$ cat config.mk
export PLATFORM = sky130hd
export DESIGN_NAME = ps2_mouse_cmd_responder_flat
export DESIGN_NICKNAME = d
export VERILOG_FILES = /design/src/rtl/ps2_mouse_cmd_responder_if.sv /design/src/rtl/ps2_mouse_cmd_responder.sv /design/src/flat_wrapper.sv
export SDC_FILE = /design/constraint.sdc
export NUM_CORES = 1
export LEC_CHECK = 0
export BUFFER_PORTS_ARGS = -buffer_cell sky130_fd_sc_hd__buf_4
export CORE_UTILIZATION = 49
export CTS_BUF_LIST = sky130_fd_sc_hd__clkbuf_16
export DETAILED_ROUTE_END_ITERATION = 10
export HOLD_SLACK_MARGIN = 0.08
export PLACE_DENSITY_LB_ADDON = 0.12
export SLEW_MARGIN = 15
export SYNTH_ARGS = -nofsm -noshare
export SYNTH_HDL_FRONTEND = slang
export SYNTH_SLANG_ARGS = --single-unit
export TNS_END_PERCENT = 30
$ cat constraint.sdc
create_clock -name clk -period 1.7 [get_ports clk]
set_input_delay 0.085 -clock clk [delete_from_list [all_inputs] [get_ports clk]]
set_output_delay 0.085 -clock clk [all_outputs]
set_load 0.03 [all_outputs]
$ cat src/rtl/ps2_mouse_cmd_responder_if.sv
// Byte link between the PS/2 device receiver/transmitter pair and the mouse command responder.
// The master side owns the serial engines; the slave side is the responder.
interface ps2_mouse_cmd_responder_if;
    logic       rx_done_tick;
    logic [7:0] rx_data;
    logic       tx_done_tick;
    logic       wr_ps2;
    logic [7:0] tx_data;

    modport master (
        output rx_done_tick,
        output rx_data,
        output tx_done_tick,
        input  wr_ps2,
        input  tx_data
    );

    modport slave (
        input  rx_done_tick,
        input  rx_data,
        input  tx_done_tick,
        output wr_ps2,
        output tx_data
    );
endinterface

$ cat src/rtl/ps2_mouse_cmd_responder.sv
// Device-side PS/2 mouse command responder: decodes host commands, acks them, holds mouse config.
// Define PS2_MOUSE_RESET_CMD_EN to handle host byte FF as the reset command (FA, AA, 00).
module ps2_mouse_cmd_responder (
    input  logic       clk,
    input  logic       rst,
    ps2_mouse_cmd_responder_if.slave link,
    output logic [1:0] resolution,
    output logic [7:0] sample_rate,
    output logic       scaling_2to1,
    output logic       reporting_en,
    output logic       rx_overrun
);
    localparam logic [7:0] RESP_ACK = 8'hFA;
    localparam logic [7:0] RESP_ERR = 8'hFE;

    typedef enum logic [2:0] {
        IDLE,
        ACK_WAIT,
        PARAM_WAIT,
        PARAM_ACK_WAIT
`ifdef PS2_MOUSE_RESET_CMD_EN
        ,
        BAT_SEND,
        BAT_WAIT,
        ID_SEND,
        ID_WAIT
`endif
    } state_t;

    state_t     state_reg;
    state_t     ret_state_reg;
    logic       pending_rate_reg;
    logic       wr_ps2_reg;
    logic [7:0] tx_data_reg;
    logic [1:0] resolution_reg;
    logic [7:0] sample_rate_reg;
    logic       scaling_reg;
    logic       reporting_reg;
    logic       rx_overrun_reg;
    logic       busy;

    function automatic logic rate_valid(input logic [7:0] b);
        case (b)
            8'd10, 8'd20, 8'd40, 8'd60, 8'd80, 8'd100, 8'd200: rate_valid = 1'b1;
            default:                                          rate_valid = 1'b0;
        endcase
    endfunction

    // Only IDLE and PARAM_WAIT consume host bytes; everywhere else a byte is lost.
    assign busy = (state_reg != IDLE) && (state_reg != PARAM_WAIT);

    always_ff @(posedge clk) begin
        if (rst) begin
            state_reg        <= IDLE;
            ret_state_reg    <= IDLE;
            pending_rate_reg <= 1'b0;
            wr_ps2_reg       <= 1'b0;
            tx_data_reg      <= 8'h00;
            resolution_reg   <= 2'd2;
            sample_rate_reg  <= 8'd100;
            scaling_reg      <= 1'b0;
            reporting_reg    <= 1'b0;
            rx_overrun_reg   <= 1'b0;
        end else begin
            wr_ps2_reg     <= 1'b0;
            rx_overrun_reg <= link.rx_done_tick && busy;
            case (state_reg)
                IDLE: begin
                    if (link.rx_done_tick) begin
                        wr_ps2_reg    <= 1'b1;
                        tx_data_reg   <= RESP_ACK;
                        state_reg     <= ACK_WAIT;
                        ret_state_reg <= IDLE;
                        case (link.rx_data)
                            8'hE8: begin
                                pending_rate_reg <= 1'b0;
                                ret_state_reg    <= PARAM_WAIT;
                            end
                            8'hF3: begin
                                pending_rate_reg <= 1'b1;
                                ret_state_reg    <= PARAM_WAIT;
                            end
                            8'hE6: scaling_reg   <= 1'b0;
                            8'hE7: scaling_reg   <= 1'b1;
                            8'hF4: reporting_reg <= 1'b1;
                            8'hF5: reporting_reg <= 1'b0;
`ifdef PS2_MOUSE_RESET_CMD_EN
                            8'hFF: begin
                                resolution_reg  <= 2'd2;
                                sample_rate_reg <= 8'd100;
                                scaling_reg     <= 1'b0;
                                reporting_reg   <= 1'b0;
                                ret_state_reg   <= BAT_SEND;
                            end
`endif
                            default: tx_data_reg <= RESP_ERR;
                        endcase
                    end
                end
                PARAM_WAIT: begin
                    if (link.rx_done_tick) begin
                        wr_ps2_reg <= 1'b1;
                        state_reg  <= PARAM_ACK_WAIT;
                        if (pending_rate_reg) begin
                            if (rate_valid(link.rx_data)) begin
                                sample_rate_reg <= link.rx_data;
                                tx_data_reg     <= RESP_ACK;
                            end else begin
                                tx_data_reg <= RESP_ERR;
                            end
                        end else if (link.rx_data <= 8'd3) begin
                            resolution_reg <= link.rx_data[1:0];
                            tx_data_reg    <= RESP_ACK;
                        end else begin
                            tx_data_reg <= RESP_ERR;
                        end
                    end
                end
                ACK_WAIT: begin
                    if (link.tx_done_tick) begin
                        state_reg <= ret_state_reg;
`ifdef PS2_MOUSE_RESET_CMD_EN
                        // BAT completion code goes out on the cycle right after the FA finishes.
                        if (ret_state_reg == BAT_SEND) begin
                            wr_ps2_reg  <= 1'b1;
                            tx_data_reg <= 8'hAA;
                        end
`endif
                    end
                end
                PARAM_ACK_WAIT: begin
                    if (link.tx_done_tick) begin
                        state_reg <= IDLE;
                    end
                end
`ifdef PS2_MOUSE_RESET_CMD_EN
                BAT_SEND: state_reg <= BAT_WAIT;
                BAT_WAIT: begin
                    if (link.tx_done_tick) begin
                        wr_ps2_reg  <= 1'b1;
                        tx_data_reg <= 8'h00;
                        state_reg   <= ID_SEND;
                    end
                end
                ID_SEND: state_reg <= ID_WAIT;
                ID_WAIT: begin
                    if (link.tx_done_tick) begin
                        state_reg <= IDLE;
                    end
                end
`endif
                default: state_reg <= IDLE;
            endcase
        end
    end

    assign link.wr_ps2  = wr_ps2_reg;
    assign link.tx_data = tx_data_reg;
    assign resolution   = resolution_reg;
    assign sample_rate  = sample_rate_reg;
    assign scaling_2to1 = scaling_reg;
    assign reporting_en = reporting_reg;
    assign rx_overrun   = rx_overrun_reg;
endmodule

$ cat src/flat_wrapper.sv
// flat-port wrapper written by rule: the top's interface ports become plain ports
module ps2_mouse_cmd_responder_flat 
  (clk, rst, resolution, sample_rate, scaling_2to1, reporting_en, rx_overrun, link_rx_done_tick, link_rx_data, link_tx_done_tick, link_wr_ps2, link_tx_data);
  ps2_mouse_cmd_responder_if link_i ();
  input  logic clk;
  input  logic rst;
  output logic [1:0] resolution;
  output logic [7:0] sample_rate;
  output logic scaling_2to1;
  output logic reporting_en;
  output logic rx_overrun;
  input wire logic [$bits(link_i.rx_done_tick)-1:0] link_rx_done_tick;
  input wire logic [$bits(link_i.rx_data)-1:0] link_rx_data;
  input wire logic [$bits(link_i.tx_done_tick)-1:0] link_tx_done_tick;
  output wire logic [$bits(link_i.wr_ps2)-1:0] link_wr_ps2;
  output wire logic [$bits(link_i.tx_data)-1:0] link_tx_data;
  assign link_i.rx_done_tick = link_rx_done_tick;
  assign link_i.rx_data = link_rx_data;
  assign link_i.tx_done_tick = link_tx_done_tick;
  assign link_wr_ps2 = link_i.wr_ps2;
  assign link_tx_data = link_i.tx_data;
  ps2_mouse_cmd_responder u_core (.clk(clk), .rst(rst), .link(link_i), .resolution(resolution), .sample_rate(sample_rate), .scaling_2to1(scaling_2to1), .reporting_en(reporting_en), .rx_overrun(rx_overrun));
endmodule
# Yosys cells after proc, flatten, opt, wreduce, memory -nomap -nowiden
# Cells that the tools add are included.
# totals
wordCells	77
register_bits	29
inputBits	12
out_inout_bits	22
# classes
reduce_logical	21
muxes	22
eq_ne	21
n_lt_le_gt_ge	1
bitwise	2
# ops
cell	count
equality test 8 bit (second input constant)	7
2-to-1 mux 8 bit	3
2-to-1 mux 3 bit	7
equality test 8 x 6 -> 1 bit (second input constant)	2
equality test 8 x 7 -> 1 bit (second input constant)	2
case mux 8 bit (2 select lines)	1
case mux 3 bit (4 select lines)	1
AND reduction 3 bit	4
AND reduction 4 bit	3
equality test 8 x 4 -> 1 bit (second input constant)	1
equality test 8 x 5 -> 1 bit (second input constant)	1
less-or-equal comparator 8 x 2 -> 1 bit (second input constant)	1
inequality test 2 bit (second input constant)	4
nonzero test 2 bit	4
OR reduction 7 bit	1
equality test 3 x 2 -> 1 bit (second input constant)	2
2-to-1 mux 1 bit	6
case mux 1 bit (2 select lines)	3
OR reduction 2 bit	3
OR reduction 6 bit	1
equality test 3 x 1 -> 1 bit (second input constant)	1
zero test 3 bit	1
inequality test 3 x 2 -> 1 bit (second input constant)	1
nonzero test 3 bit	1
other kinds (4)	6

# Longest topological paths before layout
# Gate-level depths: netlist (run 1).
# depth
word_depth	11
ltp_mapped	6

# Worst setup path after synthesis (run 1)
# No wires, ideal clock.
# synth_path
kind	reg-to-reg
start	register u_core.state_reg[0]
end	register u_core.pending_rate_reg
stages_incl_launch_ff	7
t_arrival_ns	1.224
synth_period_minus_slack_ns	1.295
required_time_ns	1.629
setup_time_ns	0.071
slack_ns	0.405
path_cell_list	dfxtp_1 > nand2b_1 > buf_6 > nor3_2 > nand2b_1 > or2_0 > a21oi_1
# synth_via
elab_chain_len	2
# synth_lines
item	line_no	source
start, declared	ps2_mouse_cmd_responder.sv:30	state_t state_reg;
start signal, assigned	ps2_mouse_cmd_responder.sv:121	state_reg <= ret_state_reg;
zero test 3 bit	ps2_mouse_cmd_responder.sv:67	case (state_reg)
AND reduction 3 bit (no line)	-	
end signal, assigned	ps2_mouse_cmd_responder.sv:56	pending_rate_reg <= 1'b0;
end signal, assigned	ps2_mouse_cmd_responder.sv:76	pending_rate_reg <= 1'b0;
end signal, assigned	ps2_mouse_cmd_responder.sv:80	pending_rate_reg <= 1'b1;
end, declared	ps2_mouse_cmd_responder.sv:32	logic pending_rate_reg;
# No other way between the ends.
# A chain may end at the register's enable or synchronous reset.

# Final worst setup path (run 1)
# Ends and elaborated chain as after synthesis.

==> results.yml, run 1 <==
sta:
  setup_viol: 0
  rsz0062_at_grt: "false"
  fmax_ghz: 0.693
  slew_viol_final: 0
  fin_skew_ns: 0.00260
  fin_crit_sh_pct: 84.8
  fin_setup_tns_ns: 0
  period_minus_slack_ns: 1.44
  hold_violations: 0
yosys:
  yosys-top-cells-area: "dfxtp_1, mux2i_1, nand2_1, nor2_1, buf_4"
  synth_seq_cells: 20
  synth_edf_count: 0
  synth_cells: 129
  syn_area_sq_mm: 0.00107
  yosysTopAreaCell: "dfxtp_1"
  synth_flop_cell: "dfxtp_1"
  avgSynthCellArea_sq_um: 8.32
  ys_types: 36
  synthDominantCellAreaShare_pct: 37.3
  synth_common_cells: "dfxtp_1, nand2_1, nor2_1"
  ys.warnings.count: 0
  synth_most_common_cell: "dfxtp_1"
  syn_nets: 141
  ys_seq_area_share_pct: 37.3
  async_flop_share_pct: 0
final_layout:
  drive_gt1_share_pct: 27.6
  fin_nets: 165
  area_delta_synth_final_pct: 24.7
  diodes: 0
  largest_reg_flops: 8
global_routing:
  grt_max_degree: 19
  gr-total-overflow: 0
  grt_pass1_vias: 852
  antenna_found_initial: 0
  gr-usage-all-layers_pct: 20.4
  grt_pass1_wl_mm: 3.82
clock_tree:
  postCtsSetupRepairBufs: 0
  cts-htree-levels: 1
  cts.clk_slew.worst_paths_ns: 0.05
  ctsHoldBuffers: 0
  clk_latency_ns: 0.25
  cts_tree: "yes"
  cts_sinks: 20
  post_cts_resize_count: 0
  cts_buffers: 3
  cts_root_buffer: "clkbuf_16"
  cts.path.max_buffers: 2
power:
  pwr-share-comb_pct: 14.1
  p_int_w: 0.000848
  p_seq_share_pct: 43.3
  peakVddDrop_mv: 0.532
  power_density_mw_per_mm2: 838
  p_sw_share_pct: 24.4
  netSwitchingPower_w: 0.000273
  finalPower_w: 0.00112
  p_clk_share_pct: 42.6
  p_leak_nw: 0.595
floorplanning:
  die-area_sq_mm: 0.00238
  io_pins: 34
  dieHeight_um: 48.8
  rows: 16
  dieWidth_um: 48.8
  core_area_sq_mm: 0.00200
  start_util_pct: 53.6
placed_design:
  io_buffers: 32
  gp_congestion: 0.830
  post-dp-hpwl_mm: 1.62
drt:
  viasPerCell: 5.49
  post_drt_wl_per_cell_um: 12.5
  antenna_left: 0
  drtPass1Iterations: 4
  vias: 982
  drtIter0Drc: 28
  wirelength_mm: 2.24
  drc_errors: 0
setup_path:
  cpPeakStageDelay_ns: 0.35
  critPathArrivalTime_ns: 1.63
  cpMostUsedCell: "nand2b_1"
  cp_cell_sequence: "nand2b_1 > nor3_2 > nand2b_1 > or2_0 > a21oi_1"
  critPathSlowestCell: "dfxtp_1"
  required_ns: 1.89
  crit_type: "register to register"
  cp_top_family: "simple AND/OR/NAND/NOR gates"
  crit_buf_inv: 0
  crit_start: "u_core.state_reg[0]"
  cp-end-kind: "register"
  cp_max_fo: 8
  r2r-start: "u_core.state_reg[0]"
  critPathLaunchType: "register"
job:
  drv_cap: 0
run_status:
  status: "completed"
min_path:
  hold_start: "link_rx_done_tick"
  hold_path.class: "input port to register"
## layout by cell type (no fill, tap or decap)
cell,Yosys,routed
mux2i_1,10,10
o21ai_1,1,1
inv_1,3,3
dfxtp_1,20,20
a31oi_1,1,1
clkbuf_16,0,3
nor3b_1,1,1
o22ai_2,1,1
xnor2_1,1,1
nand2b_1,3,3
conb_1,1,1
nand4b_1,3,3
or2_0,1,1
a31oi_2,1,1
buf_4,6,32
or3_1,1,1
clkinv_1,0,1
o21ai_4,1,1
nor3b_2,1,1
or4b_1,2,2
nor2_1,15,15
nor4_1,1,1
o21ai_0,4,4
nor3_2,2,2
nand3_1,8,8
nand4_1,2,2
nor2b_1,2,2
o211ai_1,1,1
or4_4,1,1
nand2_1,16,16
a21o_1,1,1
nor3_1,2,2
and3_1,2,2
a21oi_1,7,7
## logic make-up after synthesis
logic type,synth area share (%)
other,0.349
AND/OR/NAND/NOR,31.6
multiplexers,9.32
buffers and inverters,9.21
AO/OA/AOI/OAI,11.4
XOR/XNOR,0.816
flip-flops,37.3
## stage by stage
stage               hold slack, ns  utilization, %  area (sq um)  setup slack, ns  std cells
detailed placement           0.359            62.9          1260            0.258        175
floorplan                    0.224               -          1070            0.405        129
global route                 0.106            66.9          1340            0.138        179
CTS                          0.102            66.9          1340            0.256        179
global placement             0.352            62.9          1260            0.280        175
finish                       0.106            66.9          1340            0.258        179
## cell type report
| class | count | area (sq um) |
|---|---|---|
| timing repair buffer | 32 | 240 |
| multi-input combinational | 93 | 574 |
| fill | 168 | 663 |
| sequential | 20 | 400 |
| clock buffer | 3 | 75.1 |
| inverter | 3 | 11.3 |
| clock inverter | 1 | 3.75 |
| tap | 27 | 33.8 |
## layer usage
metal  vias to the layer above  part of all wire [%]  global-route usage (%)
li1                        487                     -                       -
met1                       453                    47                    27.3
met2                        39                    47                    34.7
met3                         3                   4.8                    3.12
met4                         0                   1.1                    4.41
met5                         -                     0                       0
## power by group through the flow
stage	combinational, W	sequential, W	clock, W
after floorplan	0.000100	0.000508	0
after global placement	0.000155	0.000495	0
after detailed placement	0.000157	0.000496	0
after CTS	0.000157	0.000486	0.000482
after global routing	0.000170	0.000487	0.000516
final	0.000158	0.000486	0.000477
## worst paths after layout
kind	cells past startpoint	slack, ns	end
worst max-delay path	5	0.26	u_core.pending_rate_reg
worst min-delay path	2	0.11	u_core.rx_overrun
worst max register to register	5	0.26	u_core.pending_rate_reg
worst min register to register	2	0.46	u_core.sample_rate[7]
Power figures use the tool's default switching activity.
==> inputs of run 2 (changes only) <==
- CORE_UTILIZATION: 49 -> 44
- clock period: 1.7 -> 1.25 ns (I/O delays scaled with it)
==> run 2 against run 1 <==
The run now ends with setup timing left. Flip-flop and latch count stayed put. Sequential share of layout area is 3.6 points lower. Routed wire length is 27% higher. Non-clock buffer count is 21 higher. Die area is 11% higher. Critical path type is now input port to register.
==> results.yml, run 2 (same netlist as run 1, synthesis figures left out) <==
final_layout:
  multi_input_area_sq_um: 607
  fin_nets: 186
  ff_latch_area_sq_um: 403
  area_delta_synth_final_pct: 42.8
  final_cells: 201
  fillers: 185
  drive_gt1_share_pct: 40.5
  final_common_cell: "buf_4"
  final_cell_area_sq_mm: 0.00153
  largest_reg_flops: 8
  diodes: 0
  final_core_util_pct: 68.0
  final_cell_mix: "buf_4, dfxtp_1, nand2_1"
drt:
  drtIter0Drc: 13
  drc_errors: 0
  antenna_left: 0
  vias: 1072
  post_drt_wl_per_cell_um: 14.1
  viasPerCell: 5.33
  drtPass1Iterations: 4
  wirelength_mm: 2.83
min_path:
  hold_start: "link_tx_done_tick"
  min_path_cells: 4
  hold_path.class: "input port to register"
global_routing:
  met3_usage_pct: 2.98
  grt_max_degree: 18
  grt_pass1_wl_mm: 4.60
  gr-total-overflow: 0
  grtUsageMet2_pct: 43.1
  busiest_layer: "met2"
  gr-usage-all-layers_pct: 23.5
  grt_use_met1_pct: 27.6
  grt_pass1_vias: 1040
  antenna_found_initial: 0
sta:
  fin_ws_ns: -0.0331
  fin_crit_sh_pct: 103
  setup_viol: 1
  period_minus_slack_ns: 1.28
  rsz0062_at_grt: "true"
  fmax_ghz: 0.779
  fin_setup_tns_ns: -0.0331
  fin_skew_ns: 0.00205
  slew_viol_final: 0
  hold_violations: 0
clock_tree:
  cts-htree-levels: 1
  cts.path.max_buffers: 2
  ctsHoldBuffers: 0
  cts.clk_slew.worst_paths_ns: 0.06
  cts_buffers: 3
  cts_sinks: 20
  cts_root_buffer: "clkbuf_16"
  clk_latency_ns: 0.25
  cts_tree: "yes"
setup_path:
  r2r_cells: 4
  critPathLaunchType: "input port"
  cp_max_fo: 4
  critPathArrivalTime_ns: 1.40
  critPathSlowestCell: "or4_4"
  required_ns: 1.36
  cp-end-kind: "register"
  r2r-start: "u_core.state_reg[0]"
  cp_top_family: "simple AND/OR/NAND/NOR gates"
  cpPeakStageDelay_ns: 0.56
  crit_cells: 6
  crit_buf_inv: 1
  crit_start: "link_rx_data[7]"
  cp_cell_sequence: "buf_4 > or4_4 > nor3_2 > nor3_1 > a31oi_1 > nand3_1"
  crit_type: "input port to register"
power:
  peakVddDrop_mv: 0.730
  p_leak_nw: 0.703
  power_density_mw_per_mm2: 1040
floorplanning:
  rows: 17
  dieHeight_um: 51.4
  core_area_sq_mm: 0.00225
  dieWidth_um: 51.4
  io_pins: 34
  die-area_sq_mm: 0.00264
  start_util_pct: 47.6
placed_design:
  placed_cells: 195
  dpl_cell_area_sq_mm: 0.00142
  io_buffers: 32
  gp_congestion: 0.848
  post-dp-hpwl_mm: 1.98
run_status:
  status: "finished with violations"
  violations: "setup timing"
job:
  drv_cap: 0
==> run 2: cell types whose count changed in the layout (fill, tap and decap cells not counted), sizes merged <==
cell,delta
buf,+21
==> run 2: final cells by class <==
type / count / share of cell area, %
Clock buffer: 3 / 4.90
Clock inverter: 1 / 0.245
Inverter: 3 / 0.735
Multi-Input combinational cell: 93 / 39.6
Sequential cell: 20 / 26.3
Tap cell: 28 / 2.29
Timing Repair Buffer: 53 / 26.0
==> run 2: what timing repair did <==
| item | in CTS | in global routing |
|---|---|---|
| pin swaps | 0 | 6 |
| resized for setup | 2 | 3 |
| setup endpoints to repair | 3 | 12 |
| setup buffers | 0 | 2 |
==> run 2: per-stage QoR <==
stage / hold slack (ns) / total power, W / setup WS, ns
after floorplan: 0.201 / 0.000832 / -0.00298
after global placement: 0.344 / 0.000932 / -0.115
after detailed placement: 0.346 / 0.000936 / -0.154
after CTS: 0.0892 / 0.00159 / -0.0236
after global routing: 0.101 / 0.00167 / -0.106
final: 0.0893 / 0.00160 / -0.0331
==> run 2: power breakdown <==
part           internal (W)  switching [W]  leakage [nW]
Clock              0.000426       0.000234        0.0385
Combinational      0.000121       0.000156         0.501
Sequential         0.000650      0.0000117         0.163
==> run 2: layer usage <==
metal	vias up	wire, um
li1	527	-
met1	513	1210
met2	28	1490
met3	4	97
met4	0	31
met5	-	0
==> run 2: worst paths after layout <==
check,slack (ns),end
worst min register to register,0.46,u_core.resolution[0]
worst max register to register,-0.03,u_core.link.tx_data[2]
worst min-delay path,0.09,u_core.state_reg[0]
worst max-delay path,-0.03,u_core.link.tx_data[2]
==> run 2: worst register-to-register path: stages (launching register included) <==
cell and delay (ns):
dfxtp_2 0.34, nor3b_2 0.17, o21ai_2 0.09, or4b_1 0.50, nand3_1 0.12
==> inputs of run 3 (changes only) <==
- CORE_UTILIZATION: 44 -> 40
- clock period: 1.25 -> 1.3 ns (I/O delays scaled with it)
==> run 3 against run 2 <==
The run now ends clean. Largest power group is now clock. Power fell by 4.9%. Sequential power fell by 4.2%. Critical endpoint is now u_core.pending_rate_reg. Critical path type is now register to register. Critical path depth fell by 1. Largest cell class unchanged. Sequential share of layout area rose by 0.76 points. Die area rose by 9.6%. Clock skew barely moved.
==> results.yml, run 3 (same netlist as run 1, synthesis figures left out) <==
run_status:
  status: "completed"
placed_design:
  io_buffers: 32
  post-dp-hpwl_mm: 1.85
  dpl_cell_area_sq_mm: 0.00138
  gp_congestion: 0.879
  dpl_worst_slack_ns: -0.108
clock_tree:
  cts.path.max_buffers: 2
  cts_sinks: 20
  cts-htree-levels: 1
  clk_latency_ns: 0.25
  cts_buffers: 3
  cts_root_buffer: "clkbuf_16"
  cts_tree: "yes"
  cts.clk_slew.worst_paths_ns: 0.06
  ctsHoldBuffers: 0
final_layout:
  area_delta_synth_final_pct: 38.3
  diodes: 0
  largest_reg_flops: 8
  final_common_cell: "buf_4"
  drive_gt1_share_pct: 36.9
  final_cell_mix: "buf_4, dfxtp_1, nand2_1"
  fin_nets: 181
  final_cell_area_sq_mm: 0.00149
global_routing:
  antenna_found_initial: 0
  grt_pass1_wl_mm: 4.04
  grt_max_degree: 18
  gr-usage-all-layers_pct: 19.8
  gr-total-overflow: 0
  grt_pass1_vias: 894
setup_path:
  crit_type: "register to register"
  critPathArrivalTime_ns: 1.42
  r2r_end: "u_core.pending_rate_reg"
  r2r_cells: 5
  critPathLaunchType: "register"
  required_ns: 1.49
  cp_max_fo: 5
  reg2reg_slack_ns: 0.06
  r2r-start: "u_core.state_reg[0]"
  cp-end-kind: "register"
floorplanning:
  dieHeight_um: 53.8
  dieWidth_um: 53.8
  die-area_sq_mm: 0.00289
  io_pins: 34
  start_util_pct: 42.9
  rows: 18
  core_area_sq_mm: 0.00250
sta:
  period_minus_slack_ns: 1.24
  fin_skew_ns: 0.00216
  fin_ws_ns: 0.0643
  slew_viol_final: 0
  hold_violations: 0
  rsz0062_at_grt: "false"
  setup_viol: 0
  fin_crit_sh_pct: 95.1
  fmax_ghz: 0.809
  fin_setup_tns_ns: 0
drt:
  vias: 1035
  post_drt_wl_per_cell_um: 12.8
  drc_errors: 0
  antenna_left: 0
  wirelength_mm: 2.53
  drtIter0Drc: 15
  viasPerCell: 5.23
  drtPass1Iterations: 4
min_path:
  hold_end: "u_core.state_reg[0]"
  hold_path.class: "input port to register"
  hold_start: "link_tx_done_tick"
  min_path_cells: 4
job:
  drv_cap: 0
power:
  peakVddDrop_mv: 0.588
  p_leak_nw: 0.678
  power_density_mw_per_mm2: 1020
[run 3: cell type report]
type | instances | area (sq um)
well taps | 30 | 37.5
repair buffers | 48 | 360
multi-input cells | 93 | 596
fillers | 226 | 1010
inverters | 3 | 11.3
clock inverters | 1 | 3.75
clock buffers | 3 | 75.1
flip-flops and latches | 20 | 402
[run 3: power by group]
part	switching [W]	internal [W]	total, W	leakage, nW
logic	0.000143	0.000107	0.000250	0.477
clock network	0.000227	0.000410	0.000636	0.0385
registers	0.00000956	0.000625	0.000634	0.163
total	0.000379	0.00114	0.00152	0.678
[run 3: how the worst max path moves through the flow]
| stage | slack (ns) | depth (start not counted) | end | startpoint |
|---|---|---|---|---|
| finish | 0.06 | 5 | u_core.pending_rate_reg | u_core.state_reg[0] |
| global placement | -0.08 | 5 | u_core.sample_rate[0] | link_rx_data[7] |
| global route | 0.004 | 5 | u_core.pending_rate_reg | u_core.state_reg[0] |
| floorplan | 0.005 | 6 | u_core.pending_rate_reg | u_core.state_reg[0] |
| detailed placement | -0.11 | 5 | u_core.sample_rate[0] | link_rx_data[7] |
| CTS | 0.003 | 5 | u_core.pending_rate_reg | u_core.state_reg[0] |
[run 3: worst max-delay path, cell delays in order, from the launching register on]
cell	delay, ns
dfxtp_2	0.33
nand2b_4	0.17
nor3_4	0.22
nand2b_1	0.12
or2_0	0.21
a21oi_1	0.13
[run 3: per-stage QoR]
stage / hold slack (ns) / std cells / total power (W) / utilization, %
final: 0.0916 / 198 / 0.00152 / 59.4
after global routing: 0.112 / 198 / 0.00159 / 59.4
after CTS: 0.0937 / 197 / 0.00153 / 59.0
after detailed placement: 0.342 / 193 / 0.000884 / 55.1
after global placement: 0.328 / 193 / 0.000882 / 55.1
after floorplan: 0.204 / 129 / 0.000795 / -
[run 3: metal layers]
metal	GRT usage (%)	part of all wire [%]	routed length, um	up-vias
met1	26.4	47	1180	472
met5	0	0	0	-
met3	4.24	4.9	125	6
li1	-	-	-	520
met4	12.3	1.7	44	0
met2	28.6	46	1180	37
[run 3: timing repair]
item                                    CTS  global route
buffers inserted                          0             1
pin swaps                                 1             3
gates resized for setup                   4             3
endpoints found under the hold margin     0             0
endpoints found under the setup margin    6             7
